## src/rtl/poly_cmd_sequencer_if.sv

```systemverilog
// Command, core-control and completion signals of the polynomial command sequencer.
// The slave modport is the sequencer's view, and the master modport is the
// surrounding environment (command source, core and completion sink).
interface poly_cmd_sequencer_if #(
   parameter int TAG_W = 4,
   parameter int CNT_W = 12
);
   logic             cmd_valid;
   logic             cmd_ready;
   logic [1:0]       cmd_opcode;
   logic             cmd_mode;
   logic             cmd_offset;
   logic [TAG_W-1:0] cmd_tag;
   logic             flush;
   logic [1:0]       opcode;
   logic             mode;
   logic             offset;
   logic             start;
   logic             finish;
   logic             busy;
   logic             done_valid;
   logic [TAG_W-1:0] done_tag;
   logic             done_err;
   logic [CNT_W-1:0] done_cycles;

   modport master (
      output cmd_valid, cmd_opcode, cmd_mode, cmd_offset, cmd_tag, flush, finish,
      input  cmd_ready, opcode, mode, offset, start, busy,
             done_valid, done_tag, done_err, done_cycles
   );

   modport slave (
      input  cmd_valid, cmd_opcode, cmd_mode, cmd_offset, cmd_tag, flush, finish,
      output cmd_ready, opcode, mode, offset, start, busy,
             done_valid, done_tag, done_err, done_cycles
   );
endinterface

```

## src/rtl/poly_cmd_sequencer.sv

```systemverilog
// Command sequencer in front of the NTT/INTT/PWM core. It queues tagged commands,
// launches them one at a time with a start pulse, waits for finish or a timeout
// and reports the completion with tag, error flag and run-cycle count.
module poly_cmd_sequencer #(
   parameter int DEPTH   = 4,
   parameter int TAG_W   = 4,
   parameter int CNT_W   = 12,
   parameter int TIMEOUT = 4000
) (
   input logic                 clk,
   input logic                 rst,
   poly_cmd_sequencer_if.slave bus
);
   localparam int PTR_W = (DEPTH > 1) ? $clog2(DEPTH) : 1;
   localparam int ENT_W = 4 + TAG_W;

   typedef enum logic [1:0] {IDLE, LAUNCH, RUN, DONE} state_t;

   state_t           state_q, state_d;
   logic [ENT_W-1:0] fifo_q [DEPTH];
   logic [ENT_W-1:0] fifo_d [DEPTH];
   logic [PTR_W-1:0] wr_ptr_q, wr_ptr_d, rd_ptr_q, rd_ptr_d;
   logic [PTR_W:0]   count_q, count_d;
   logic [1:0]       opcode_q, opcode_d;
   logic             mode_q, mode_d, offset_q, offset_d;
   logic [TAG_W-1:0] tag_q, tag_d;
   logic [CNT_W-1:0] cnt_q, cnt_d, cnt_inc;
   logic             start_q, start_d, busy_q, busy_d;
   logic             done_valid_q, done_valid_d, done_err_q, done_err_d;
   logic [TAG_W-1:0] done_tag_q, done_tag_d;
   logic [CNT_W-1:0] done_cycles_q, done_cycles_d;
   logic             full, empty, push, pop;

   assign full          = (count_q == (PTR_W+1)'(DEPTH));
   assign empty         = (count_q == '0);
   assign bus.cmd_ready = !full && !bus.flush && !rst;
   assign push          = bus.cmd_valid && bus.cmd_ready;
   assign pop           = (state_q == IDLE) && !empty && !bus.flush;

   assign bus.opcode      = opcode_q;
   assign bus.mode        = mode_q;
   assign bus.offset      = offset_q;
   assign bus.start       = start_q;
   assign bus.busy        = busy_q;
   assign bus.done_valid  = done_valid_q;
   assign bus.done_tag    = done_tag_q;
   assign bus.done_err    = done_err_q;
   assign bus.done_cycles = done_cycles_q;

   // Queue bookkeeping: flush empties the queue and blocks that cycle's push and pop.
   always_comb begin
      fifo_d   = fifo_q;
      wr_ptr_d = wr_ptr_q;
      rd_ptr_d = rd_ptr_q;
      count_d  = count_q;
      if (bus.flush) begin
         wr_ptr_d = '0;
         rd_ptr_d = '0;
         count_d  = '0;
      end else begin
         if (push) begin
            fifo_d[wr_ptr_q] = {bus.cmd_opcode, bus.cmd_mode, bus.cmd_offset, bus.cmd_tag};
            wr_ptr_d         = wr_ptr_q + 1'b1;
         end
         if (pop) begin
            rd_ptr_d = rd_ptr_q + 1'b1;
         end
         case ({push, pop})
            2'b10:   count_d = count_q + 1'b1;
            2'b01:   count_d = count_q - 1'b1;
            default: count_d = count_q;
         endcase
      end
   end

   // Command sequencing: pop and latch in IDLE, pulse start, count RUN cycles, report once.
   always_comb begin
      state_d       = state_q;
      opcode_d      = opcode_q;
      mode_d        = mode_q;
      offset_d      = offset_q;
      tag_d         = tag_q;
      cnt_d         = cnt_q;
      done_tag_d    = done_tag_q;
      done_err_d    = done_err_q;
      done_cycles_d = done_cycles_q;
      cnt_inc       = cnt_q + 1'b1;
      case (state_q)
         IDLE: begin
            if (pop) begin
               {opcode_d, mode_d, offset_d, tag_d} = fifo_q[rd_ptr_q];
               cnt_d   = '0;
               state_d = LAUNCH;
            end
         end
         LAUNCH: state_d = RUN;
         RUN: begin
            cnt_d = cnt_inc;
            if (bus.finish) begin
               state_d       = DONE;
               done_err_d    = 1'b0;
               done_tag_d    = tag_q;
               done_cycles_d = cnt_inc;
            end else if (cnt_inc == CNT_W'(TIMEOUT)) begin
               state_d       = DONE;
               done_err_d    = 1'b1;
               done_tag_d    = tag_q;
               done_cycles_d = cnt_inc;
            end
         end
         DONE:    state_d = IDLE;
         default: state_d = IDLE;
      endcase
      start_d      = (state_d == LAUNCH);
      busy_d       = (state_d != IDLE);
      done_valid_d = (state_d == DONE);
   end

   // Queue storage carries no reset; only the pointers and count define its contents.
   always_ff @(posedge clk) begin
      fifo_q <= fifo_d;
   end

   // State, pointers and registered outputs, all cleared by the synchronous reset.
   always_ff @(posedge clk) begin
      if (rst) begin
         state_q       <= IDLE;
         wr_ptr_q      <= '0;
         rd_ptr_q      <= '0;
         count_q       <= '0;
         opcode_q      <= '0;
         mode_q        <= 1'b0;
         offset_q      <= 1'b0;
         tag_q         <= '0;
         cnt_q         <= '0;
         start_q       <= 1'b0;
         busy_q        <= 1'b0;
         done_valid_q  <= 1'b0;
         done_tag_q    <= '0;
         done_err_q    <= 1'b0;
         done_cycles_q <= '0;
      end else begin
         state_q       <= state_d;
         wr_ptr_q      <= wr_ptr_d;
         rd_ptr_q      <= rd_ptr_d;
         count_q       <= count_d;
         opcode_q      <= opcode_d;
         mode_q        <= mode_d;
         offset_q      <= offset_d;
         tag_q         <= tag_d;
         cnt_q         <= cnt_d;
         start_q       <= start_d;
         busy_q        <= busy_d;
         done_valid_q  <= done_valid_d;
         done_tag_q    <= done_tag_d;
         done_err_q    <= done_err_d;
         done_cycles_q <= done_cycles_d;
      end
   end
endmodule

```

## src/flat_wrapper.sv

```systemverilog
// flat-port wrapper written by rule: the top's interface ports become plain ports
module poly_cmd_sequencer_flat 
#(
   parameter int DEPTH   = 4,
   parameter int TAG_W   = 4,
   parameter int CNT_W   = 12,
   parameter int TIMEOUT = 4000
)
  (clk, rst, bus_cmd_valid, bus_cmd_opcode, bus_cmd_mode, bus_cmd_offset, bus_cmd_tag, bus_flush, bus_finish, bus_cmd_ready, bus_opcode, bus_mode, bus_offset, bus_start, bus_busy, bus_done_valid, bus_done_tag, bus_done_err, bus_done_cycles);
  poly_cmd_sequencer_if #(.TAG_W(TAG_W), .CNT_W(CNT_W)) bus_i ();
  input logic clk;
  input logic rst;
  input wire logic [$bits(bus_i.cmd_valid)-1:0] bus_cmd_valid;
  input wire logic [$bits(bus_i.cmd_opcode)-1:0] bus_cmd_opcode;
  input wire logic [$bits(bus_i.cmd_mode)-1:0] bus_cmd_mode;
  input wire logic [$bits(bus_i.cmd_offset)-1:0] bus_cmd_offset;
  input wire logic [$bits(bus_i.cmd_tag)-1:0] bus_cmd_tag;
  input wire logic [$bits(bus_i.flush)-1:0] bus_flush;
  input wire logic [$bits(bus_i.finish)-1:0] bus_finish;
  output wire logic [$bits(bus_i.cmd_ready)-1:0] bus_cmd_ready;
  output wire logic [$bits(bus_i.opcode)-1:0] bus_opcode;
  output wire logic [$bits(bus_i.mode)-1:0] bus_mode;
  output wire logic [$bits(bus_i.offset)-1:0] bus_offset;
  output wire logic [$bits(bus_i.start)-1:0] bus_start;
  output wire logic [$bits(bus_i.busy)-1:0] bus_busy;
  output wire logic [$bits(bus_i.done_valid)-1:0] bus_done_valid;
  output wire logic [$bits(bus_i.done_tag)-1:0] bus_done_tag;
  output wire logic [$bits(bus_i.done_err)-1:0] bus_done_err;
  output wire logic [$bits(bus_i.done_cycles)-1:0] bus_done_cycles;
  assign bus_i.cmd_valid = bus_cmd_valid;
  assign bus_i.cmd_opcode = bus_cmd_opcode;
  assign bus_i.cmd_mode = bus_cmd_mode;
  assign bus_i.cmd_offset = bus_cmd_offset;
  assign bus_i.cmd_tag = bus_cmd_tag;
  assign bus_i.flush = bus_flush;
  assign bus_i.finish = bus_finish;
  assign bus_cmd_ready = bus_i.cmd_ready;
  assign bus_opcode = bus_i.opcode;
  assign bus_mode = bus_i.mode;
  assign bus_offset = bus_i.offset;
  assign bus_start = bus_i.start;
  assign bus_busy = bus_i.busy;
  assign bus_done_valid = bus_i.done_valid;
  assign bus_done_tag = bus_i.done_tag;
  assign bus_done_err = bus_i.done_err;
  assign bus_done_cycles = bus_i.done_cycles;
  poly_cmd_sequencer #(.DEPTH(DEPTH), .TAG_W(TAG_W), .CNT_W(CNT_W), .TIMEOUT(TIMEOUT)) u_core (.clk(clk), .rst(rst), .bus(bus_i));
endmodule
```

## config.mk

```make
export PLATFORM = sky130hd
export DESIGN_NAME = poly_cmd_sequencer_flat
export DESIGN_NICKNAME = d
export VERILOG_FILES = /design/src/rtl/poly_cmd_sequencer_if.sv /design/src/rtl/poly_cmd_sequencer.sv /design/src/flat_wrapper.sv
export SDC_FILE = /design/constraint.sdc
export NUM_CORES = 1
export LEC_CHECK = 0
export CAP_MARGIN = 20
export CORE_MARGIN = 2
export CORE_UTILIZATION = 48
export CTS_BUF_LIST = sky130_fd_sc_hd__clkbuf_4 sky130_fd_sc_hd__clkbuf_8 sky130_fd_sc_hd__clkbuf_16
export DETAILED_ROUTE_END_ITERATION = 10
export PLACE_DENSITY_LB_ADDON = 0.08
export SETUP_SLACK_MARGIN = 0.02
export SYNTH_ARGS = -nofsm -noshare
export SYNTH_HDL_FRONTEND = slang
export SYNTH_SLANG_ARGS = --single-unit
export TNS_END_PERCENT = 100
```

## constraint.sdc

```tcl
create_clock -name clk -period 3.6 [get_ports clk]
set_input_delay 0.9 -clock clk [delete_from_list [all_inputs] [get_ports clk]]
set_output_delay 0.9 -clock clk [all_outputs]
set_load 0.01 [all_outputs]
```

==> Word-level counts from Yosys, hierarchy flattened <==
Index checks and enable logic that the tools add are counted.
W data, S select, Z words.
{ "classes": {"muxes": 19, "n_reduce_logical": 21, "magnitude_cmp": 3, "n_eq_ne": 10, "n_bitwise": 3, "n_addsub": 5} }
{ "ops": {"columns": ["cell", "count"], "rows": [
  ["$mux W12", 3],
  ["$bwmux W32", 1],
  ["$mux W8", 3],
  ["$pmux W12 S2", 1],
  ["$bmux W8 S2", 1],
  ["$demux W8 S2", 1],
  ["$add A12 B1 Y12 const B", 1],
  ["$eq A12 B12 Y1 const B", 1],
  ["$eq A2 B2 Y1 const B", 4],
  ["$mux W4", 2],
  ["$pmux W2 S4", 1],
  ["$reduce_and A2 Y1", 4],
  ["$reduce_bool A2 Y1", 4],
  ["$eq A2 B1 Y1 const B", 3],
  ["$ge A3 B3 Y1 const B", 2],
  ["$logic_and A1 B1 Y1", 6],
  ["$mux W2", 3],
  ["$not A2 Y3", 2],
  ["$pmux W3 S2", 1],
  ["$add A2 B1 Y2 const B", 2],
  ["$logic_not A1 Y1", 4],
  ["$add A3 B1 Y3 const B", 1],
  ["$eq A3 B3 Y1 const B", 1],
  ["$logic_not A3 Y1", 1],
  ["7 further kinds", 8]
]} }
{ "word_totals": {"reg_bits": 81, "in_bits": 13, "output_inout_bits": 25} }

==> Depth between registers and ports, before layout <==
{ "logic_depth": {"depth_word": 7, "mapped_depth": 13, "depth_no_buf": 11} }

==> Worst setup path before layout <==
OpenSTA, ideal clock, no wires.
{ "synth_timing": {"path_kind": "input -> register", "startpoint": "in bus_flush", "endpoint": "reg u_core.count_q[2]", "path_slack_ns": 0.585, "path_stages": 11, "arrival_ns": 2.945, "n_path_buf": 1, "t_required_ns": 3.530, "setup_ns": 0.070, "cell_sequence": "or2_2 clkbuf_1 a31oi_1 and2_1 inv_1 ha_1 inv_1 fa_1 xor2_1 or3_1 a21oi_1"} }
{ "synth_via": {"elab_chain_len": 6, "word_cells_on_any_way": 10, "classes_between": "eq/ne: 2; mux: 1; reduce/logical: 7"} }
{ "synth_lines": {"columns": ["element", "line", "text"], "rows": [
  ["start: declaration", "flat_wrapper.sv:18", "input wire logic [$bits(bus_i.flush)-1:0] bus_flush;"],
  ["$logic_not A1 Y1 *", "poly_cmd_sequencer.sv:36", "assign bus.cmd_ready = !full && !bus.flush && !rst;"],
  ["$logic_and A1 B1 Y1 * (2 in a row)", "poly_cmd_sequencer.sv:36", null],
  ["net bus_cmd_ready", "flat_wrapper.sv:20", "output wire logic [$bits(bus_i.cmd_ready)-1:0] bus_cmd_ready;"],
  ["$logic_and A1 B1 Y1 *", "poly_cmd_sequencer.sv:37", "assign push = bus.cmd_valid && bus.cmd_ready;"],
  ["$eq A2 B1 Y1 or $eq A2 B2 Y1 (tied branches)", "poly_cmd_sequencer.sv:68", "case ({push, pop})"],
  ["$pmux W3 S2 or $reduce_bool A2 Y1 (tied branches)", null, null],
  ["end signal: assignment", "poly_cmd_sequencer.sv:146", "count_q <= count_d;"],
  ["end: declaration", "poly_cmd_sequencer.sv:23", "logic [PTR_W:0] count_q, count_d;"]
]} }
Mark *: on every way through the listed nets, which the timed path passes. The rest lies on a longest branch.
A chain may end at the register's enable or synchronous reset.

==> Worst setup path in the final report <==
{ "layout_timing": {"startpoint": "in bus_flush", "endpoint": "out bus_cmd_ready"} }
{ "layout_via": {"elab_chain_len": 3} }
{ "layout_lines": {"columns": ["element", "line"], "rows": [
  ["$logic_not A1 Y1", "poly_cmd_sequencer.sv:36"],
  ["$logic_and A1 B1 Y1 (2 in a row)", "poly_cmd_sequencer.sv:36"],
  ["end: declaration", "flat_wrapper.sv:20"]
]} }
Every way passes these cells.

==> metrics.cfg <==
[outcome]
status=completed

[yosys]
synth_common_cells=dfxtp_1, edfxtp_1, nor2_1, nand2_1, a21oi_1
yosysTopAreaCellShare=0.258
yosys-top-cells-area=dfxtp_1, edfxtp_1, mux4_2
ys_ff_latch=81
synth_edf_count=32
synth_seq_area_share=0.510
synthArstFlopShare=0
synth_most_common_cell=dfxtp_1
yosysWarnings=0
synth_fp_nets=369
synth.cell_area_um2=3810
synth_ff_type=dfxtp_1
synth_area_per_cell_um2=11.0
synth_cell_types=50
yosysTopAreaCell=dfxtp_1
synth_cells=347

[cells_and_area]
nets=402
final_util=0.572
final_area_um2=4400
drive_above_1_share=0.101
syn_to_final_growth_pct=15.5
n_antenna_cell=0

[clocking]
clk_pin_slew_ns=0.08
cts_sinks=81
cts_tree=yes
cts_resized=0
cts.path.max_buffers=2
cts_hold_buf=0
root_buffer=clkbuf_8
numCtsBuffers=9
clk_latency_ns=0.34
cts_max_level=3
post_cts_buffers=0

[sta]
finalSetupTns_ns=0
rsz0062_at_grt=false
relSlewSlack=0.540
holdWs_ns=0.458
tightest_slew_ns=0.689
slew_viol_final=0
finClkSkew_ns=0.00699
fin_crit_sh=0.924
hold_violations=0
fmax_mhz=301
fin_crit_ns=3.33
setup_viol_count_final=0

[setup_path]
critPathRequiredTime_ns=2.70
reg2reg_from=u_core.state_q[0]
worstSetupPathType=input port to output port
timing.reg2reg.setup_slack_ns=1.04
arrival_ns=2.43
cp_max_fo=3
end_kind=output port
r2r_cells=11
reg2reg_to=u_core.count_q[2]
critPathLaunchType=input port

[floorplan]
rows=32
coreArea_um2=7690
dieHeight_um=93.1
ios=38
start_util=0.495
die_area_um2=8660
die_x_um=93.1

[grt]
grt_pass1_vias=2599
grt_remaining_overflow=0
grt_use_total=0.185
grt_max_degree=49
grt_pass1_wl_mm=12.6
antenna_found_initial=0

[run]
max_cap_viol_count=0

[drt]
drt_iter0_markers=117
wl_per_cell_um=15.3
drt-pass1-iter-count=4
wl_mm=7.44
vias_per_cell=5.55
drc=0
antenna_left=0
vias=2704

[place]
dp_hpwl_mm=5.05
portBuffers=37
gp_congestion=0.781
placed_area_um2=4220

[hold_path]
worstHoldStart=u_core.tag_q[0]
min_path_cells=2
min_to=u_core.tag_q[0]
hp-class=register to register

[power]
power.density_nw_per_um2=378
vdd_drop_max_uv=237
total_power_mw=1.66
p_leak_nw=1.47

how the worst max path moves through the flow:
stage	start	to	slack (ns)	cells past startpoint
6_report	bus_flush	bus_cmd_ready	0.27	4
5_1_grt	bus_flush	bus_cmd_ready	0.18	4
4_1_cts	bus_flush	bus_cmd_ready	0.27	4
3_5_place_dp	bus_flush	u_core.count_q[2]	0.26	12
3_3_place_gp	bus_flush	bus_cmd_ready	0.28	4
2_1_floorplan	bus_flush	u_core.count_q[2]	0.59	11
cell usage in the layout (no fill, tap or decap), types with 10 or more instances in the layout:
cell              n
nand2_1          27
a22oi_1          14
clkdlybuf4s50_1  37
dfxtp_1          49
xor2_1           11
edfxtp_1         32
a211oi_1         11
clkbuf_8         11
nor2_1           29
inv_1            11
buf_4            10
a21oi_1          15
critical path, stage by stage:
cell and delay (ns):
clkdlybuf4s50_1 0.43, or2_2 0.32, a31oi_1 0.20, clkdlybuf4s50_1 0.57
layout make-up:
type | instances | area (µm²)
clock buffers | 11 | 151
clock inverters | 5 | 28.8
fillers | 703 | 3290
inverters | 11 | 41.3
multi-input cells | 230 | 1660
flip-flops and latches | 81 | 1940
well taps | 102 | 128
repair buffers | 47 | 445
state kept, by name (all words and copies together) (netlist names), 3 cells and up:
name and flops:
u_core.cnt_q 12, u_core.tag_q 4, u_core.bus.done_tag 4, u_core.bus.done_cycles 12
u_core.count_q 3, u_core.fifo_q 32
through the flow:
stage / worst slack (ns) / std cells
2_1_floorplan: 0.585 / 347
3_5_place_dp: 0.260 / 471
3_3_place_gp: 0.284 / 471
6_report: 0.274 / 487
5_1_grt: 0.181 / 487
4_1_cts: 0.265 / 487
cell families after synthesis:
group	share of synthesized area
simple gates	0.156
flops	0.510
compound gates	0.149
buf+inv	0.0539
xor+xnor	0.0345
mux	0.0651
fa+ha+maj	0.0315
power by group:
part           total [mW]  switching [mW]  internal (mW)
clock               0.613           0.327          0.285
combinational      0.0842          0.0412         0.0430
sequential          0.967         0.00487          0.962
metal layers:
| layer | global-route usage | wire length [µm] | vias to the layer above |
|---|---|---|---|
| met1 | 0.232 | 3400 | 1309 |
| li1 | - | - | 1343 |
| met4 | 0.0650 | 101 | 0 |
| met5 | 0 | 0 | - |
| met3 | 0.0363 | 163 | 10 |
| met2 | 0.320 | 3770 | 42 |
No activity file was read; power rests on OpenSTA's default activity.
